File: src/rtl/md5_round_type_2.sv
// One registered MD5 step for the second round group (G function, schedule g = 5i+1 mod 16).
// Computes the rotated next A/B/C/D state with a fixed one-cycle latency.
module md5_round_type_2 (
  input  logic         clk,
  input  logic         rst,
  input  logic         in_valid,
  input  logic [31:0]  a_in,
  input  logic [31:0]  b_in,
  input  logic [31:0]  c_in,
  input  logic [31:0]  d_in,
  input  logic [31:0]  k_in,
  input  logic [4:0]   shift_amount,
  input  logic [5:0]   round_num,
  input  logic [511:0] message,
  output logic         out_valid,
  output logic [31:0]  a_out,
  output logic [31:0]  b_out,
  output logic [31:0]  c_out,
  output logic [31:0]  d_out
);

  // Handshake: in_valid qualifies every input on the rising edge; out_valid is
  // high for exactly the cycle after an accepted input. There is no ready and
  // no backpressure, so a new step may be presented every cycle.

  logic [31:0] g_func;
  logic [8:0]  g_prod;
  logic [3:0]  g_idx;
  logic [8:0]  word_base;
  logic [31:0] m_word;
  logic [31:0] f_sum;
  logic [63:0] rot_wide;
  logic [31:0] r_rot;
  logic [31:0] b_next;

  always_comb begin
    g_func    = (b_in & d_in) | (c_in & ~d_in);
    // Index taken from round_num as-is; callers outside 16..31 still get a defined word.
    g_prod    = (9'(round_num) * 9'd5) + 9'd1;
    g_idx     = g_prod[3:0];
    word_base = {g_idx, 5'b00000};
    m_word    = message[word_base +: 32];
    f_sum     = a_in + g_func + k_in + m_word;
    // Shifting the doubled word keeps shift_amount=0 well defined (no 32-bit shift).
    rot_wide  = {f_sum, f_sum} << shift_amount;
    r_rot     = rot_wide[63:32];
    b_next    = b_in + r_rot;
  end

  always_ff @(posedge clk) begin
    if (rst) begin
      out_valid <= 1'b0;
      a_out     <= 32'd0;
      b_out     <= 32'd0;
      c_out     <= 32'd0;
      d_out     <= 32'd0;
    end else if (in_valid) begin
      out_valid <= 1'b1;
      a_out     <= d_in;
      b_out     <= b_next;
      c_out     <= b_in;
      d_out     <= c_in;
    end else begin
      out_valid <= 1'b0;
    end
  end

endmodule

File: config.mk
export PLATFORM = sky130hd
export DESIGN_NAME = md5_round_type_2
export DESIGN_NICKNAME = d
export VERILOG_FILES = /design/src/rtl/md5_round_type_2.sv
export SDC_FILE = /design/constraint.sdc
export NUM_CORES = 1
export LEC_CHECK = 0
export ABC_AREA = 1
export BUFFER_PORTS_ARGS = -buffer_cell sky130_fd_sc_hd__buf_2
export CAP_MARGIN = 20
export CORE_AREA = 2 2 318 320
export CTS_BUF_LIST = sky130_fd_sc_hd__clkbuf_16
export DETAILED_ROUTE_END_ITERATION = 8
export DIE_AREA = 0 0 320 322
export SLEW_MARGIN = 20
export SYNTH_ARGS = -nofsm -noshare
export SYNTH_HDL_FRONTEND = slang
export SYNTH_SLANG_ARGS = --single-unit
File: constraint.sdc
create_clock -name clk -period 13.6 [get_ports clk]
set_input_delay 0.68 -clock clk [delete_from_list [all_inputs] [get_ports clk]]
set_output_delay 0.68 -clock clk [all_outputs]
set_load 0.03 [all_outputs]
==> run summary <==
DR iter-0 viols - 1984
Switching power - 0.00200 W
Ys async rst share - 0%
Max IR drop VDD - 0.000102 V
Status - complete, no violations
Max Cap Violations - 0
# hold bufs at CTS - 0
Die X - 320 microns
Die Y - 322 microns
Max incr delay on CP - 700 ps
Vias - 22800
Share of cells above drive strength 1 - 26.7%
Initial antenna violation count - 79
Mapped Area - 16500 sq um
Logic pwr share - 73.0%
Number of flops mapped to enable cells by yosys - 0
Post-Syn Nets - 3591
#FFs+latches synth - 129
Crit path capture - b_out[20]
Pleak - 11.1 nW
WL final - 122000 microns
All-Layer GR Usage - 22.9%
Clock sinks - 129
Crit path DAT - 9820 ps
Number of post-CTS setup repair buffers - 0
Fillers - 11600
Post-CTS sizing - 0
Crit path depth - 39
Worst setup path class - in2reg
Final Core Density - 22.4%
Antenna-violating nets left - 0
Post-Synthesis Cells - 2775
Setup TNS - 0 ps
Worst Hold Class - in2reg
First-pass GRT wire length - 165000 microns
Max Buffers Root-to-Sink - 2
Flop pwr share - 12.5%
HPWL after DPL - 105000 microns
Nets - 4260
Die ar. - 103000 sq um
IO Count - 815
Synth unique cells - 48
Power Density - 158 nW/um^2
# DRC - 0
CTS tree - done
Crit end category - register
Sw Share - 56.6%
F_max - 105 MHz
Largest cells by area after synthesis - dfxtp_1, o21ai_0, nor2_1
Clk pwr share - 14.4%
Worst EP required - 13940 ps
Syn avg cell area - 5.93 sq um
CP startpoint - round_num[0]
Root Buffer - clkbuf_16
Unrepaired setup endpoints after global routing - false
Final worst path period need - 9480 ps
Flip-flop and latch area - 2580 sq um
Top cell type's share of synthesized area - 15.7%
Synth Warn # - 0
Worst-path clk slew - 70 ps
Worst skew pair latency - 450 ps
Worst r2r dst - b_out[3]
Slew HR - 7.94%
Worst Setup Start Kind - input port
CP max FO - 92
DRT Pass-1 Iters - 6
Most used DFF post-synth - dfxtp_1
Number of global-route vias before repair - 21400
Cell Rows - 116
Crit path max-delay family - compound AO/OA/AOI/OAI gates
Area of the multi-input gates - 12300 sq um
Starting density of the core - 16.5%
Most used cell, CP - nand2_1
Synth-to-layout area growth - 35.6%
CTS Buf Count - 17
Critical path's slowest cell - buf_4
Grt total ovfl - 0
Port bufs - 812
Clk_skew - 0 ps
Power Internal - 0.00153 W
Reg2reg setup slack - 12880 ps
Reg2reg path depth - 4
Final Cycle Share - 69.7%
Final Slew Violations - 0
Tot Pwr - 0.00353 W
Wirelength per Cell - 25.6 microns
CP bufs+invs - 5
H-tree Lvls - 4
Seq/Total Area, Yosys - 15.7%
Largest net degree at the start of global routing - 164
Core outline area - 99600 sq um
Via/cell ratio - 4.78
Hold Fails Final Rpt - 0
Cell taking the most area after synthesis - dfxtp_1
Final setup viols - 0
RR Startpoint - b_out[3]
GPL Wtd Cong - 0.968
Worst slew pin tran - 1370 ps
-- synth_stat cells (41+ instances only) --
cell / count
clkbuf_1: 146
o211ai_1: 41
a21oi_1: 86
inv_1: 230
nand2_1: 484
fa_1: 63
dfxtp_1: 129
ha_1: 67
o221ai_1: 97
nor2_1: 502
nand3_1: 264
o21ai_0: 430
-- worst register-to-register path, cell delays in order, from the launching register on --
cell	delay, ps
dfxtp_1	310
nor2_1	100
nor2_1	50
o21ai_0	90
inv_1	70
-- power by group through the flow --
stage | logic, W | registers (W) | clock network, W
final | 0.00258 | 0.000442 | 0.000510
after global routing | 0.00286 | 0.000447 | 0.000532
after CTS | 0.00255 | 0.000442 | 0.000520
after detailed placement | 0.00254 | 0.000449 | 0
after global placement | 0.00253 | 0.000448 | 0
after floorplan | 0.00160 | 0.000533 | 0
-- cell usage in the layout (no fill, tap or decap), types with 21 or more instances in the layout --
cell type,netlist,routed
a21oi_1,86,86
buf_2,16,810
dfxtp_1,129,129
diode_2,0,21
fa_1,63,63
ha_1,67,65
inv_1,230,227
nand2_1,484,483
nand3_1,264,264
nor2_1,502,502
o211ai_1,41,41
o21ai_0,430,428
o21ai_1,20,22
o221ai_1,97,97
o22ai_1,32,32
-- registers in the layout, summed over array words and instances, names as in the netlist --
register	count
c_out	32
d_out	32
out_valid	1
b_out	32
a_out	32
-- metrics by stage --
step	hold WS [ps]	instances	area [sq um]	setup WS, ps
after floorplan	643	2775	16500	6920
after global placement	462	4723	21600	4070
after detailed placement	469	4723	21600	4060
after CTS	446	4755	22300	4510
after global routing	490	4764	22300	3690
final	469	4776	22300	4120
-- metal layers --
layer / GRT usage, % / wire (microns)
met1: 30.3 / 53000
met2: 35.4 / 52400
met3: 7.98 / 13700
met4: 5.48 / 3000
met5: 0 / 318
-- kinds of logic (layout without fill, tap and decap cells) --
group / after synthesis / after routing / synth area share [%]
AOI/OAI and AO/OA: 745 / 745 / 26.5
xor gates and xnor gates: 32 / 32 / 1.70
adders and majority gates: 130 / 130 / 12.8
buffers and inverters: 419 / 1101 / 9.70
DFF: 129 / 129 / 15.7
muxes: 7 / 7 / 0.426
other: 0 / 21 / 0
and+or+nand+nor: 1313 / 1313 / 33.2
-- cell type report --
class	count	share of cell area, %
clock buffers	17	1.91
clock inverters	15	0.874
flip-flops and latches	129	11.6
inverters	238	4.05
multi-input cells	2227	55.1
repair buffers	831	19.0
diodes	21	0.235
well taps	1298	7.28
-- how the worst min path moves through the flow --
stage	from	to	slack [ps]	cells after the start
after global placement	b_out[22]	b_out[22]	460	2
after floorplan	a_out[0]	a_out[0]	640	2
after global routing	d_in[24]	a_out[24]	490	3
after detailed placement	b_out[24]	b_out[24]	470	2
after CTS	c_in[29]	d_out[29]	450	3
final	c_in[29]	d_out[29]	470	3
No activity file was read; power rests on OpenSTA's default activity.
